===== src/rtl/mc_controller_if.sv =====
// Control/status bundle between the multicycle MIPS controller (master) and its datapath (slave).
interface mc_controller_if #(
    parameter int ALUCTL_W = 3
) ();
    logic [5:0]          op;
    logic [5:0]          funct;
    logic                zero;
    logic                memready;
    logic                pcen;
    logic                irwrite;
    logic                memwrite;
    logic                regwrite;
    logic                iord;
    logic                alusrca;
    logic [1:0]          alusrcb;
    logic                immzero;
    logic                regdst;
    logic                memtoreg;
    logic [1:0]          pcsrc;
    logic [ALUCTL_W-1:0] alucontrol;
    logic                illegal_op;
    logic [3:0]          state;

    modport master (
        input  op, funct, zero, memready,
        output pcen, irwrite, memwrite, regwrite, iord, alusrca, alusrcb,
               immzero, regdst, memtoreg, pcsrc, alucontrol, illegal_op, state
    );

    modport slave (
        output op, funct, zero, memready,
        input  pcen, irwrite, memwrite, regwrite, iord, alusrca, alusrcb,
               immzero, regdst, memtoreg, pcsrc, alucontrol, illegal_op, state
    );
endinterface


===== src/rtl/mc_controller.sv =====
// Multicycle MIPS control unit: Moore FSM sequencing each instruction over 3-5 cycles
// on a shared memory and ALU, with optional memory-ready stalls.
module mc_controller #(
    parameter int ALUCTL_W = 3,
    parameter bit EN_BNE   = 1'b1,
    parameter bit EN_LOGI  = 1'b1,
    parameter bit MEM_WAIT = 1'b1
) (
    input  logic clk,
    input  logic reset_n,
    mc_controller_if.master bus
);
    typedef enum logic [3:0] {
        FETCH  = 4'd0,
        DECODE = 4'd1,
        MEMADR = 4'd2,
        MEMRD  = 4'd3,
        MEMWB  = 4'd4,
        MEMWR  = 4'd5,
        RTEX   = 4'd6,
        RTWB   = 4'd7,
        BREX   = 4'd8,
        ITEX   = 4'd9,
        ITWB   = 4'd10,
        JEX    = 4'd11
    } state_t;

    localparam logic [5:0] OP_RTYPE = 6'b000000;
    localparam logic [5:0] OP_LW    = 6'b100011;
    localparam logic [5:0] OP_SW    = 6'b101011;
    localparam logic [5:0] OP_BEQ   = 6'b000100;
    localparam logic [5:0] OP_BNE   = 6'b000101;
    localparam logic [5:0] OP_ADDI  = 6'b001000;
    localparam logic [5:0] OP_ANDI  = 6'b001100;
    localparam logic [5:0] OP_ORI   = 6'b001101;
    localparam logic [5:0] OP_J     = 6'b000010;

    localparam logic [ALUCTL_W-1:0] ALU_AND = ALUCTL_W'(3'b000);
    localparam logic [ALUCTL_W-1:0] ALU_OR  = ALUCTL_W'(3'b001);
    localparam logic [ALUCTL_W-1:0] ALU_ADD = ALUCTL_W'(3'b010);
    localparam logic [ALUCTL_W-1:0] ALU_SUB = ALUCTL_W'(3'b110);
    localparam logic [ALUCTL_W-1:0] ALU_SLT = ALUCTL_W'(3'b111);

    state_t state_q, state_d;

    logic mem_rdy;
    logic is_rtype, is_lw, is_sw, is_beq, is_bne, is_addi, is_andi, is_ori, is_j, is_legal;

    logic                pcen, irwrite, memwrite, regwrite, iord, alusrca;
    logic [1:0]          alusrcb;
    logic                immzero, regdst, memtoreg;
    logic [1:0]          pcsrc;
    logic [ALUCTL_W-1:0] alucontrol;
    logic                illegal_op;

    // Without memory wait support every memory access is assumed to complete immediately.
    assign mem_rdy  = MEM_WAIT ? bus.memready : 1'b1;

    assign is_rtype = (bus.op == OP_RTYPE);
    assign is_lw    = (bus.op == OP_LW);
    assign is_sw    = (bus.op == OP_SW);
    assign is_beq   = (bus.op == OP_BEQ);
    assign is_bne   = EN_BNE && (bus.op == OP_BNE);
    assign is_addi  = (bus.op == OP_ADDI);
    assign is_andi  = EN_LOGI && (bus.op == OP_ANDI);
    assign is_ori   = EN_LOGI && (bus.op == OP_ORI);
    assign is_j     = (bus.op == OP_J);
    assign is_legal = is_rtype | is_lw | is_sw | is_beq | is_bne |
                      is_addi | is_andi | is_ori | is_j;

    always_ff @(posedge clk or negedge reset_n) begin
        if (!reset_n) begin
            state_q <= FETCH;
        end else begin
            state_q <= state_d;
        end
    end

    always_comb begin
        state_d = state_q;
        case (state_q)
            FETCH:  if (mem_rdy) state_d = DECODE;
            DECODE: begin
                if (is_lw || is_sw)                   state_d = MEMADR;
                else if (is_rtype)                    state_d = RTEX;
                else if (is_beq || is_bne)            state_d = BREX;
                else if (is_addi || is_andi || is_ori) state_d = ITEX;
                else if (is_j)                        state_d = JEX;
                else                                  state_d = FETCH;
            end
            MEMADR: state_d = is_lw ? MEMRD : (is_sw ? MEMWR : FETCH);
            MEMRD:  if (mem_rdy) state_d = MEMWB;
            MEMWR:  if (mem_rdy) state_d = FETCH;
            RTEX:   state_d = RTWB;
            ITEX:   state_d = ITWB;
            MEMWB, RTWB, BREX, ITWB, JEX: state_d = FETCH;
            default: state_d = FETCH;
        endcase
    end

    always_comb begin
        pcen       = 1'b0;
        irwrite    = 1'b0;
        memwrite   = 1'b0;
        regwrite   = 1'b0;
        iord       = 1'b0;
        alusrca    = 1'b0;
        alusrcb    = 2'b00;
        immzero    = 1'b0;
        regdst     = 1'b0;
        memtoreg   = 1'b0;
        pcsrc      = 2'b00;
        alucontrol = ALU_ADD;
        illegal_op = 1'b0;
        case (state_q)
            FETCH: begin
                alusrcb = 2'b01;
                irwrite = mem_rdy;
                pcen    = mem_rdy;
            end
            DECODE: begin
                alusrcb    = 2'b11;
                illegal_op = !is_legal;
            end
            MEMADR: begin
                alusrca = 1'b1;
                alusrcb = 2'b10;
            end
            MEMRD: iord = 1'b1;
            MEMWB: begin
                memtoreg = 1'b1;
                regwrite = 1'b1;
            end
            MEMWR: begin
                iord     = 1'b1;
                memwrite = 1'b1;
            end
            RTEX: begin
                alusrca = 1'b1;
                case (bus.funct)
                    6'b100010: alucontrol = ALU_SUB;
                    6'b100100: alucontrol = ALU_AND;
                    6'b100101: alucontrol = ALU_OR;
                    6'b101010: alucontrol = ALU_SLT;
                    default:   alucontrol = ALU_ADD;
                endcase
            end
            RTWB: begin
                regdst   = 1'b1;
                regwrite = 1'b1;
            end
            BREX: begin
                alusrca    = 1'b1;
                alucontrol = ALU_SUB;
                pcsrc      = 2'b01;
                pcen       = is_bne ? !bus.zero : bus.zero;
            end
            ITEX: begin
                alusrca = 1'b1;
                alusrcb = 2'b10;
                immzero = is_andi | is_ori;
                if (is_andi)     alucontrol = ALU_AND;
                else if (is_ori) alucontrol = ALU_OR;
                else             alucontrol = ALU_ADD;
            end
            ITWB: regwrite = 1'b1;
            JEX: begin
                pcsrc = 2'b10;
                pcen  = 1'b1;
            end
            default: ;
        endcase
        // While reset is held no write strobe may escape, even though FETCH is showing.
        if (!reset_n) begin
            pcen       = 1'b0;
            irwrite    = 1'b0;
            memwrite   = 1'b0;
            regwrite   = 1'b0;
            illegal_op = 1'b0;
        end
    end

    assign bus.pcen       = pcen;
    assign bus.irwrite    = irwrite;
    assign bus.memwrite   = memwrite;
    assign bus.regwrite   = regwrite;
    assign bus.iord       = iord;
    assign bus.alusrca    = alusrca;
    assign bus.alusrcb    = alusrcb;
    assign bus.immzero    = immzero;
    assign bus.regdst     = regdst;
    assign bus.memtoreg   = memtoreg;
    assign bus.pcsrc      = pcsrc;
    assign bus.alucontrol = alucontrol;
    assign bus.illegal_op = illegal_op;
    assign bus.state      = state_q;
endmodule

===== src/flat_wrapper.sv =====
// flat-port wrapper written by rule: the top's interface ports become plain ports
module mc_controller_flat 
#(
    parameter int ALUCTL_W = 3,
    parameter bit EN_BNE   = 1'b1,
    parameter bit EN_LOGI  = 1'b1,
    parameter bit MEM_WAIT = 1'b1
)
  (clk, reset_n, bus_op, bus_funct, bus_zero, bus_memready, bus_pcen, bus_irwrite, bus_memwrite, bus_regwrite, bus_iord, bus_alusrca, bus_alusrcb, bus_immzero, bus_regdst, bus_memtoreg, bus_pcsrc, bus_alucontrol, bus_illegal_op, bus_state);
  mc_controller_if #(.ALUCTL_W(ALUCTL_W)) bus_i ();
  input  logic clk;
  input  logic reset_n;
  input wire logic [$bits(bus_i.op)-1:0] bus_op;
  input wire logic [$bits(bus_i.funct)-1:0] bus_funct;
  input wire logic [$bits(bus_i.zero)-1:0] bus_zero;
  input wire logic [$bits(bus_i.memready)-1:0] bus_memready;
  output wire logic [$bits(bus_i.pcen)-1:0] bus_pcen;
  output wire logic [$bits(bus_i.irwrite)-1:0] bus_irwrite;
  output wire logic [$bits(bus_i.memwrite)-1:0] bus_memwrite;
  output wire logic [$bits(bus_i.regwrite)-1:0] bus_regwrite;
  output wire logic [$bits(bus_i.iord)-1:0] bus_iord;
  output wire logic [$bits(bus_i.alusrca)-1:0] bus_alusrca;
  output wire logic [$bits(bus_i.alusrcb)-1:0] bus_alusrcb;
  output wire logic [$bits(bus_i.immzero)-1:0] bus_immzero;
  output wire logic [$bits(bus_i.regdst)-1:0] bus_regdst;
  output wire logic [$bits(bus_i.memtoreg)-1:0] bus_memtoreg;
  output wire logic [$bits(bus_i.pcsrc)-1:0] bus_pcsrc;
  output wire logic [$bits(bus_i.alucontrol)-1:0] bus_alucontrol;
  output wire logic [$bits(bus_i.illegal_op)-1:0] bus_illegal_op;
  output wire logic [$bits(bus_i.state)-1:0] bus_state;
  assign bus_i.op = bus_op;
  assign bus_i.funct = bus_funct;
  assign bus_i.zero = bus_zero;
  assign bus_i.memready = bus_memready;
  assign bus_pcen = bus_i.pcen;
  assign bus_irwrite = bus_i.irwrite;
  assign bus_memwrite = bus_i.memwrite;
  assign bus_regwrite = bus_i.regwrite;
  assign bus_iord = bus_i.iord;
  assign bus_alusrca = bus_i.alusrca;
  assign bus_alusrcb = bus_i.alusrcb;
  assign bus_immzero = bus_i.immzero;
  assign bus_regdst = bus_i.regdst;
  assign bus_memtoreg = bus_i.memtoreg;
  assign bus_pcsrc = bus_i.pcsrc;
  assign bus_alucontrol = bus_i.alucontrol;
  assign bus_illegal_op = bus_i.illegal_op;
  assign bus_state = bus_i.state;
  mc_controller #(.ALUCTL_W(ALUCTL_W), .EN_BNE(EN_BNE), .EN_LOGI(EN_LOGI), .MEM_WAIT(MEM_WAIT)) u_core (.clk(clk), .reset_n(reset_n), .bus(bus_i));
endmodule

===== config.mk =====
export PLATFORM = sky130hd
export DESIGN_NAME = mc_controller_flat
export DESIGN_NICKNAME = d
export VERILOG_FILES = /design/src/rtl/mc_controller_if.sv /design/src/rtl/mc_controller.sv /design/src/flat_wrapper.sv
export SDC_FILE = /design/constraint.sdc
export NUM_CORES = 1
export LEC_CHECK = 0
export BUFFER_PORTS_ARGS = -buffer_cell sky130_fd_sc_hd__buf_2
export CAP_MARGIN = 10
export CORE_MARGIN = 2
export CORE_UTILIZATION = 25
export CTS_BUF_LIST = sky130_fd_sc_hd__clkbuf_2 sky130_fd_sc_hd__clkbuf_4 sky130_fd_sc_hd__clkbuf_8
export DETAILED_ROUTE_END_ITERATION = 10
export PLACE_DENSITY_LB_ADDON = 0.3
export SLEW_MARGIN = 10
export SYNTH_ARGS = -nofsm -noshare
export SYNTH_HDL_FRONTEND = slang
export SYNTH_SLANG_ARGS = --single-unit

===== constraint.sdc =====
create_clock -name clk -period 2.3 [get_ports clk]
set_input_delay 0.46 -clock clk [delete_from_list [all_inputs] [get_ports clk]]
set_output_delay 0.46 -clock clk [all_outputs]
set_load 0.02 [all_outputs]

==> flow_summary_export.csv <==
group,metric,value,unit
setup_path,path_class,"flop to output pin",
grt,grt_overflow,0,
cts,cts.htree.levels,1,
floorplan,fp.dieArea,0.00302,mm^2
setup_path,endpoint,"bus_pcen",
job,maxCapViolations,0,
synthesis,synth_most_common_cell,"nor2_1",
timing,tns,0,ns
drt,viasPerCell,5.20,
placement,io_buffers,36,
floorplan,die_x,55.0,um
floorplan,die_h,55.0,um
synthesis,yosys_register_bits,4,
timing,worst_pin_slew,0.373,ns
cts,cts_buffers,3,
floorplan,io_pins,37,
final_layout,drive_gt1_share,43.6,%
synthesis,synth_top_flop_cell,"dfrtp_1",
setup_path,crit_fanout,4,
synthesis,async_reset_ff_share,100,%
cts,cts_tree,"yes",
setup_path,r2r-start,"u_core.bus.state[1]",
setup_path,rrSetupSlack,0.71,ns
timing,hold_slack,0.134,ns
setup_path,cp-startpoint,"u_core.bus.state[2]",
cts,clock-root-buffer,"clkbuf_4",
cts,ctsLongestPathBuffers,2,
synthesis,avgSynthCellArea,6.91,um^2
synthesis,yosys.area.top_type,"dfrtp_1",
synthesis,syn-num-nets,110,
power,p_per_area,657,mW/mm^2
synthesis,syn_area,649,um^2
synthesis,synth_area_leaders,"dfrtp_1 15%, nor2_1 8.7%, nor3_1 6.2%",
power,ir_drop,0.427,mV
placement,gp_congestion,0.789,
timing,fmax,453,MHz
final_layout,n_fill_cell,267,
final_layout,syn_to_final_growth,49.9,%
drt,drtPass1Iterations,4,
drt,routed_wirelength,2110,um
floorplan,initial_core_util,26.2,%
grt,grt_usage,13.8,%
timing,hold_viol,0,
power,total_power,0.000640,W
synthesis,ys.warnings.count,0,
timing,period_needed,2.21,ns
placement,dpl.hpwl,1660,um
cts,clkSinkCount,4,
run_status,status,"completed",
synthesis,synth.cells.most_frequent,"15 x nor2_1, 8 x nor3_1, 6 x nand2_1",
synthesis,synth.top_cell.area_share,15.4,%
setup_path,arrival,1.75,ns
floorplan,coreArea,0.00248,mm^2
timing,setup-violations-final,0,
cts,clk_pin_slew,0.04,ns
final_layout,largest_reg_flops,4,
floorplan,rows,18,
drt,first_iter_violations,20,
drt,antenna_left,0,
final_layout,multi_input_area,531,um^2
grt,grt_pass1_wl,3040,um
final_layout,ff_latch_area,103,um^2
power,p_leak,0.463,nW
synthesis,synth_cell_types,44,
synthesis,synth-edff-count,0,
timing,period_share,95.9,%
grt,grt_max_degree,14,
setup_path,reg2reg_depth,5,
timing,finalMaxSlewViolations,0,
timing,fin_skew,0.00650,ns
final_layout,antenna_cells,0,
synthesis,netlist_instances,94,
timing,rsz0062_at_grt,"no",
setup_path,cp.required,1.84,ns
grt,grt_pass1_vias,730,
cts,clock_latency,0.24,ns
worst_hold_path,hp-class,"primary input to asynchronous set/reset pin",
final_layout,finalNetCount,158,
synthesis,yosysSeqAreaShare,15.4,%
grt,antenna_found_initial,0,
drt,vias,884,
setup_path,cp-start-kind,"flop",
setup_path,cp-end-kind,"output pin",
setup_path,reg2reg_to,"u_core.bus.state[2]",
timing,maxSlewHeadroom,74.8,%
drt,drc_errors,0,
drt,wl_per_cell,12.4,um
[cell type report]
cell class | instances | share of cell area (%)
Tap cell | 30 | 3.86
Sequential cell | 4 | 10.5
Multi-Input combinational cell | 82 | 54.5
Inverter | 4 | 1.54
Timing Repair Buffer | 47 | 27.2
Clock buffer | 3 | 2.31
[critical path: stages, from the launching register on]
cell and delay [ns]:
dfrtp_1 0.36, nand2b_2 0.20, nand2b_1 0.18, or4_1 0.48, o311ai_1 0.08, buf_2 0.21
[cells by family (layout without fill, tap and decap cells)]
group	count (synthesis)	count (layout)	share of synthesized area (%)
AND/OR/NAND/NOR	59	59	53.6
AO/OA/AOI/OAI	21	21	22.0
XOR/XNOR	1	1	1.35
multiplexers	1	1	1.54
buffers and inverters	8	54	6.16
flip-flops	4	4	15.4
[routing by layer]
| metal | wire (um) | track usage (%) | up-vias |
|---|---|---|---|
| li1 | - | - | 446 |
| met1 | 941 | 16.2 | 402 |
| met2 | 1010 | 25.0 | 31 |
| met3 | 123 | 2.42 | 5 |
| met4 | 36 | 4.88 | 0 |
| met5 | 0 | 0 | - |
[where the power goes]
part,leakage [nW],switching (W),internal (W)
Sequential,0.0510,0.0000327,0.0000874
Combinational,0.398,0.000238,0.000194
Clock,0.0138,0.0000294,0.0000584
[how the worst min path moves through the flow]
stage | slack, ns | cells after the start | startpoint | endpoint
3_3_place_gp | 0.38 | 2 | reset_n | u_core.bus.state[2]
5_1_grt | 0.14 | 2 | reset_n | u_core.bus.state[1]
4_1_cts | 0.13 | 2 | reset_n | u_core.bus.state[2]
2_1_floorplan | 0.16 | 0 | reset_n | u_core.bus.state[0]
6_report | 0.13 | 2 | reset_n | u_core.bus.state[2]
3_5_place_dp | 0.38 | 2 | reset_n | u_core.bus.state[2]
[placed cells by master (no fill, tap or decap), drive strengths merged, types with 3 or more instances in the layout]
cell type and instances:
inv 4, nor3b 4, nor3 9, nand2b 6, buf 47, dfrtp 4
nand2 6, nand3 4, clkbuf 3, a21oi 4, nor2 15, o21ai 4
[per-stage QoR]
| stage | area (um^2) | utilization, % | worst slack (ns) | std cells |
|---|---|---|---|---|
| finish | 973 | 39.3 | 0.0934 | 170 |
| detailed placement | 910 | 36.7 | 0.0823 | 165 |
| global placement | 910 | 36.7 | 0.101 | 165 |
| CTS | 936 | 37.8 | 0.0150 | 168 |
| global route | 973 | 39.3 | 0.0204 | 170 |
| floorplan | 649 | - | 0.136 | 94 |
[timing repair]
item	4_1_cts	5_1_grt
buffers inserted	0	2
hold buffers	0	0
gates resized for setup	2	6
endpoints found under the setup margin	3	5
Note: power is estimated with default switching activity, not from simulation.
